`config.mk`:
```
export PLATFORM = sky130hd
export DESIGN_NAME = sr_lut_pixel_writeback
export DESIGN_NICKNAME = d
export VERILOG_FILES = /design/src/rtl/sr_lut_pixel_writeback_pkg.sv /design/src/rtl/sr_lut_wb_fifo.sv /design/src/rtl/sr_lut_pixel_writeback.sv
export SDC_FILE = /design/constraint.sdc
export NUM_CORES = 1
export LEC_CHECK = 0
export ABC_CLOCK_PERIOD_IN_PS = 6400
export CELL_PAD_IN_SITES_DETAIL_PLACEMENT = 1
export CELL_PAD_IN_SITES_GLOBAL_PLACEMENT = 1
export CORE_MARGIN = 2
export CORE_UTILIZATION = 47
export DETAILED_ROUTE_END_ITERATION = 6
export GPL_ROUTABILITY_DRIVEN = 0
export PLACE_DENSITY_LB_ADDON = 0.25
export SLEW_MARGIN = 0
export SYNTH_ARGS = -nofsm -noshare
export SYNTH_HDL_FRONTEND = slang
export SYNTH_SLANG_ARGS = --single-unit
```
`constraint.sdc`:
```
create_clock -name clk -period 6.4 [get_ports clk]
set_input_delay 1.28 -clock clk [delete_from_list [all_inputs] [get_ports clk]]
set_output_delay 1.28 -clock clk [all_outputs]
set_load 0.005 [all_outputs]
```
`src/rtl/sr_lut_pixel_writeback_pkg.sv`:
```
// Shared widths and lane arithmetic for the Y-channel LUT writeback stage.
package sr_lut_pixel_writeback_pkg;

    localparam int PIX_W        = 8;
    localparam int SUM_W        = 11;
    localparam int LANES        = 4;
    localparam int WEIGHT_SHIFT = 3;
    localparam int ROUND_BIAS   = 4;
    localparam int WORD_W       = PIX_W * LANES;

    typedef struct packed {
        logic [WORD_W-1:0] data;
        logic              eol;
        logic              eof;
    } fifo_word_t;

    // Normalise one weighted sum (round half up), add to the centre pixel, clamp to 0..255.
    function automatic logic [PIX_W-1:0] lane_px(input logic [PIX_W-1:0] c,
                                                 input logic signed [SUM_W-1:0] sum);
        logic signed [SUM_W-1:0] r;
        logic signed [PIX_W+1:0] s;
        r = sum + $signed(SUM_W'(ROUND_BIAS));
        r = r >>> WEIGHT_SHIFT;
        s = $signed({2'b00, c}) + $signed(r[PIX_W+1:0]);
        if (s[PIX_W+1])
            lane_px = '0;
        else if (s[PIX_W])
            lane_px = '1;
        else
            lane_px = s[PIX_W-1:0];
    endfunction

endpackage

```
`src/rtl/sr_lut_wb_fifo.sv`:
```
// Synchronous FIFO for packed pixel words; no fall-through, write+read allowed when full.
module sr_lut_wb_fifo #(
    parameter int DEPTH = 8,
    parameter int W     = 34,
    parameter int AW    = $clog2(DEPTH)
) (
    input  logic          clk_i,
    input  logic          rst_ni,
    input  logic          wr_en_i,
    input  logic [W-1:0]  wr_data_i,
    output logic          wr_ok_o,
    input  logic          rd_en_i,
    output logic [W-1:0]  rd_data_o,
    output logic          full_o,
    output logic          empty_o,
    output logic [AW:0]   count_o
);

    logic [W-1:0]  mem_q [DEPTH];
    logic [AW-1:0] wr_ptr_q, rd_ptr_q;
    logic [AW:0]   count_q, count_d;
    logic          rd_ok;

    assign full_o   = (count_q == (AW+1)'(DEPTH));
    assign empty_o  = (count_q == '0);
    assign count_o  = count_q;
    // A read frees the slot the write needs, so full+read+write is legal.
    assign wr_ok_o  = wr_en_i & (~full_o | rd_en_i);
    assign rd_ok    = rd_en_i & ~empty_o;
    assign rd_data_o = empty_o ? '0 : mem_q[rd_ptr_q];

    always_comb begin
        count_d = count_q;
        case ({wr_ok_o, rd_ok})
            2'b10:   count_d = count_q + (AW+1)'(1);
            2'b01:   count_d = count_q - (AW+1)'(1);
            default: count_d = count_q;
        endcase
    end

    always_ff @(posedge clk_i) begin
        if (wr_ok_o)
            mem_q[wr_ptr_q] <= wr_data_i;
    end

    always_ff @(posedge clk_i or negedge rst_ni) begin
        if (!rst_ni) begin
            wr_ptr_q <= '0;
            rd_ptr_q <= '0;
            count_q  <= '0;
        end else begin
            if (wr_ok_o) wr_ptr_q <= wr_ptr_q + AW'(1);
            if (rd_ok)   rd_ptr_q <= rd_ptr_q + AW'(1);
            count_q <= count_d;
        end
    end

endmodule

```
`src/rtl/sr_lut_pixel_writeback.sv`:
```
// Aligns centre pixels with interpolator sums, clamps 4 sub-pixels, tags line/frame
// position and buffers the packed words behind a credit-based input handshake.
module sr_lut_pixel_writeback
    import sr_lut_pixel_writeback_pkg::*;
#(
    parameter int LAT   = 2,
    parameter int DEPTH = 8,
    parameter int IMG_W = 64,
    parameter int IMG_H = 64
) (
    input  logic              clk,
    input  logic              rst,
    input  logic              in_valid,
    output logic              in_ready,
    input  logic [PIX_W-1:0]  center,
    input  logic [SUM_W-1:0]  out1,
    input  logic [SUM_W-1:0]  out2,
    input  logic [SUM_W-1:0]  out3,
    input  logic [SUM_W-1:0]  out4,
    output logic              pix_valid,
    input  logic              pix_ready,
    output logic [WORD_W-1:0] pix_data,
    output logic              pix_eol,
    output logic              pix_eof
);

    localparam int AW = $clog2(DEPTH);
    localparam int CW = (IMG_W > 1) ? $clog2(IMG_W) : 1;
    localparam int RW = (IMG_H > 1) ? $clog2(IMG_H) : 1;

    logic accept;
    assign accept = in_valid & in_ready;

    // Centre pixel rides alongside the interpolator so it meets out1..out4 at the tap.
    logic [LAT:1]            vld_pipe_q;
    logic [LAT:1][PIX_W-1:0] ctr_pipe_q;

    always_ff @(posedge clk or negedge rst) begin
        if (!rst) begin
            vld_pipe_q <= '0;
            ctr_pipe_q <= '0;
        end else begin
            vld_pipe_q[1] <= accept;
            ctr_pipe_q[1] <= center;
            for (int i = 2; i <= LAT; i++) begin
                vld_pipe_q[i] <= vld_pipe_q[i-1];
                ctr_pipe_q[i] <= ctr_pipe_q[i-1];
            end
        end
    end

    logic [LANES-1:0][SUM_W-1:0] sums;
    logic [LANES-1:0][PIX_W-1:0] px_d;
    assign sums = {out1, out2, out3, out4};

    for (genvar k = 0; k < LANES; k++) begin : g_lane
        assign px_d[k] = lane_px(ctr_pipe_q[LAT], $signed(sums[k]));
    end

    logic              wb_vld_q;
    logic [WORD_W-1:0] wb_data_q;

    always_ff @(posedge clk or negedge rst) begin
        if (!rst) begin
            wb_vld_q  <= 1'b0;
            wb_data_q <= '0;
        end else begin
            wb_vld_q <= vld_pipe_q[LAT];
            if (vld_pipe_q[LAT])
                wb_data_q <= px_d;
        end
    end

    logic          wr_ok, fifo_full, fifo_empty;
    logic [AW:0]   fifo_count;
    logic [CW-1:0] col_q;
    logic [RW-1:0] row_q;
    logic          eol, eof;
    fifo_word_t    wr_word, rd_word;

    assign eol     = (col_q == CW'(IMG_W - 1));
    assign eof     = eol & (row_q == RW'(IMG_H - 1));
    assign wr_word = '{data: wb_data_q, eol: eol, eof: eof};

    always_ff @(posedge clk or negedge rst) begin
        if (!rst) begin
            col_q <= '0;
            row_q <= '0;
        end else if (wr_ok) begin
            col_q <= eol ? '0 : col_q + CW'(1);
            if (eof)
                row_q <= '0;
            else if (eol)
                row_q <= row_q + RW'(1);
        end
    end

    sr_lut_wb_fifo #(
        .DEPTH (DEPTH),
        .W     ($bits(fifo_word_t))
    ) u_fifo (
        .clk_i     (clk),
        .rst_ni    (rst),
        .wr_en_i   (wb_vld_q),
        .wr_data_i (wr_word),
        .wr_ok_o   (wr_ok),
        .rd_en_i   (pix_ready),
        .rd_data_o (rd_word),
        .full_o    (fifo_full),
        .empty_o   (fifo_empty),
        .count_o   (fifo_count)
    );

    assign pix_valid = ~fifo_empty;
    assign pix_data  = rd_word.data;
    assign pix_eol   = rd_word.eol;
    assign pix_eof   = rd_word.eof;

    // Every accepted pixel holds a FIFO slot from issue until its write.
    logic [AW:0]   inflight_q, inflight_d;
    logic [AW+1:0] credit;

    assign credit   = {1'b0, fifo_count} + {1'b0, inflight_q};
    assign in_ready = (credit < (AW+2)'(DEPTH));

    always_comb begin
        inflight_d = inflight_q;
        case ({accept, wb_vld_q})
            2'b10:   inflight_d = inflight_q + (AW+1)'(1);
            2'b01:   inflight_d = inflight_q - (AW+1)'(1);
            default: inflight_d = inflight_q;
        endcase
    end

    logic ovf_q;

    always_ff @(posedge clk or negedge rst) begin
        if (!rst) begin
            inflight_q <= '0;
            ovf_q      <= 1'b0;
        end else begin
            inflight_q <= inflight_d;
            if (wb_vld_q & fifo_full & ~pix_ready)
                ovf_q <= 1'b1;
        end
    end

endmodule

```
==> results.md <==
- Status: completed
- DRT met1 WL: 15.0 mm
- FMAX: 0.216 GHz
- Post-Syn Instances: 964
- Hold crit path type: flip-flop to flip-flop
- Die width: 186 um
- Post-CTS setup buffer count: 0
- Final Setup Violations: 0
- RSZ-0062 raised after global routing: false
- Area Overhead vs Synth: 16.2%
- Leak: 0.00654 uW
- Routed WL per cell: between 20 and 25 um
- Clock root buffer: clkbuf_16
- Met3 wire len: 1.31 mm
- Initial antenna violation count: 0
- Slew Limit Headroom: 27.0%
- Cell chain of the critical path: buf_4 > mux4_2 > mux2i_1 > nor2_1 > clkdlybuf4s50_1
- YS warnings: 0
- Post-place setup slack: between 1.5 and 2 ns
- CP top delay family: flip-flops
- Fin nets: 1,182
- Setup_tns: 0 ns
- Synthesized area: 15,600 um^2
- Setup crit end kind: primary output
- Seq cells post-synth: 349
- Clk pin slew, worst setup/hold paths: approximately 0.06 ns
- Share of the yosys chip area belonging to registers: 64.9%
- I/O pin cnt: 92
- Die Footprint: about 35,000 um^2
- Vias in the first global route: 9,160
- Crit path max fanout: between 40 and 50
- Post-DP HPWL: 20.8 mm
- Cts repair resizes: 0
- Post-synth EDFFs: 272
- CP startpoint kind: flip-flop
- DR vias: 8,588
- Fin crit share: between 70 and 80%
- PwrDens: 431 nW/um^2
- Most frequent cells in the layout: edfxtp_1, clkdlybuf4s50_1, dfrtp_1, nor2_1, mux4_2
- Mapped Avg Cell Area: 16.1 um^2
- Synth Net Count: 1,079
- Pin count of the biggest net entering global routing: 78
- VDD IR max: 0.000203 V
- DR WL met2: between 15 and 20 mm
- Final Core Density: a little under three fifths
- Ant. Diodes: 0
- CP Class: flip-flop to primary output
- Die height: between 150 and 200 um
- Initial Utilization: 47.8%
- Total congestion overflow: 0
- Share of post-route cells with drive strength above 1: 16.7%
- Detailed Routing Iterations Pass 1: 5
- Post-CTS Hold Buffers: 0
- Crit path buf inv count: 2
- DRC viols: 0
- Netlist cell types: 63
- Fin. Hold Viols: 0
- Pins Over Slew Limit: 0
- Core ar.: 32,500 um^2
- Antenna Nets Post-Route: 0
- IO buf count: 83
- CTS tree: built
- Worst EP required: 5.12 ns
- Max Used Layer: met4
- Final WS setup: 1.77 ns
- Critical Path Slowest Stage Cell: dfrtp_4
- Clk_lat worst skew: 0.51 ns
- Layout Skew: 0.0116 ns
- Most common cell after layout, fill and taps aside: edfxtp_1
- H-tree Lvls: 2
- Worst-Margin Slew: 1.09 ns
- First-pass GRT wire length: 51.5 mm
- Routed wire length: between 30 and 40 mm
- Post-DR vias/cell: 5.60
- Sink Count: about 350
- GRT Overall Usage: 19.7%
- Max-cap violations: 0
- Fin crit period: 4.63 ns
- CTS Buf Count: 37
- Clk buf depth: 3
- WP data arrival: ~3.4 ns
- Site row count: 66
- Slowest stage delay, CP: 0.98 ns
- FFs w/ async S/R, synth: between 20% and 30%
- Iter 0 DRT Violations: 424
- Main flop type after synthesis: edfxtp_1
[cell type report]
class | instances | area [um^2]
clock inverters | 13 | 118
well taps | 442 | 553
clock buffers | 51 | 988
inverters | 29 | 109
flip-flops and latches | 349 | 10100
multi-input cells | 553 | 5270
fillers | 3085 | 14500
repair buffers | 97 | 946
[metal layers]
layer | global-route usage, % | up-vias
met5 | 0 | -
met1 | 27.3 | 4415
met2 | 32.9 | 184
met3 | 2.88 | 44
li1 | - | 3945
met4 | 5.42 | 0
[cell usage after synthesis, drive strengths merged (2+ instances only)]
cell type / count / area [um^2]
a211o: 4 / 35.0
a211oi: 7 / 52.6
a21o: 13 / 98.9
a21oi: 14 / 70.1
a221oi: 3 / 50.1
a311oi: 9 / 78.8
a31oi: 2 / 12.5
and2: 3 / 21.3
and3: 10 / 62.6
and4: 2 / 17.5
buf: 16 / 73.8
clkbuf: 17 / 63.8
dfrtp: 77 / 1930
edfxtp: 272 / 8170
fa: 6 / 120
ha: 53 / 663
inv: 29 / 109
mux2: 2 / 22.5
mux2i: 35 / 350
mux4: 68 / 1530
nand2: 49 / 194
nand2b: 7 / 43.8
nand3: 23 / 115
nand4: 4 / 25.0
nor2: 73 / 277
nor2b: 4 / 25.0
nor3: 8 / 40.0
nor3b: 3 / 22.5
nor4: 2 / 12.5
nor4b: 2 / 17.5
o211a: 3 / 30.0
o211ai: 3 / 22.5
o21a: 9 / 67.6
o21ai: 16 / 83.8
o21ba: 2 / 20.0
o221a: 20 / 225
o22ai: 2 / 12.5
o31a: 3 / 26.3
o31ai: 2 / 15.0
or3: 2 / 12.5
xnor2: 50 / 445
xor2: 25 / 219
[metrics by stage]
| step | cell area (um^2) | hold WS, ns | total power (uW) | std cells |
|---|---|---|---|---|
| finish | 18100 | 0.347 | 7790 | 1534 |
| global route | 18100 | 0.355 | 8230 | 1534 |
| CTS | 18100 | 0.350 | 7900 | 1534 |
| detailed placement | 17000 | 0.336 | 5910 | 1470 |
| global placement | 17000 | 0.332 | 5800 | 1470 |
| floorplan | 15600 | 0.331 | 4860 | 964 |
[sequential cells by signal, indices dropped and copies added (netlist names)]
name	count
ctr_pipe_q	16
row_q	6
inflight_q	4
vld_pipe_q	2
wb_data_q	32
u_fifo.count_o	4
u_fifo.rd_ptr_q	3
col_q	6
wb_vld_q	1
u_fifo.wr_ptr_q	3
u_fifo.mem_q	272
[where the power goes]
part | leakage (uW) | internal (uW) | switching, uW
logic | 0.00261 | 1270 | 939
registers | 0.00339 | 3020 | 590
clock network | 0.000540 | 1130 | 844
[kinds of logic (layout without fill, tap and decap cells)]
group	count (synthesis)	in the layout	synth area share (%)
compound gates	119	119	6.19
xor+xnor	75	75	4.27
fa+ha+maj	59	59	5.03
buf+inv	62	190	1.58
flops	349	349	64.9
mux	105	105	12.2
simple gates	195	195	5.84
[worst paths after layout]
| kind | cells after the start | endpoint | start | slack, ns |
|---|---|---|---|---|
| max in group asynchronous | 1 | u_fifo.rd_ptr_q[0]$_DFFE_PN0P_ | rst | 4.74 |
| worst min-delay path | 0 | ctr_pipe_q[13]$_DFF_PN0_ | ctr_pipe_q[5]$_DFF_PN0_ | 0.35 |
| min in group asynchronous | 1 | row_q[0]$_DFFE_PN0P_ | rst | 0.91 |
| worst max-delay path | 5 | pix_data[27] | u_fifo.rd_ptr_q[0]$_DFFE_PN0P_ | 1.77 |
| worst min register to register | 0 | ctr_pipe_q[13]$_DFF_PN0_ | ctr_pipe_q[5]$_DFF_PN0_ | 0.35 |
| worst max register to register | 11 | u_fifo.count_o[3]$_DFFE_PN0P_ | u_fifo.count_o[1]$_DFFE_PN0P_ | 3.05 |
Note: power is estimated with default switching activity, not from simulation.
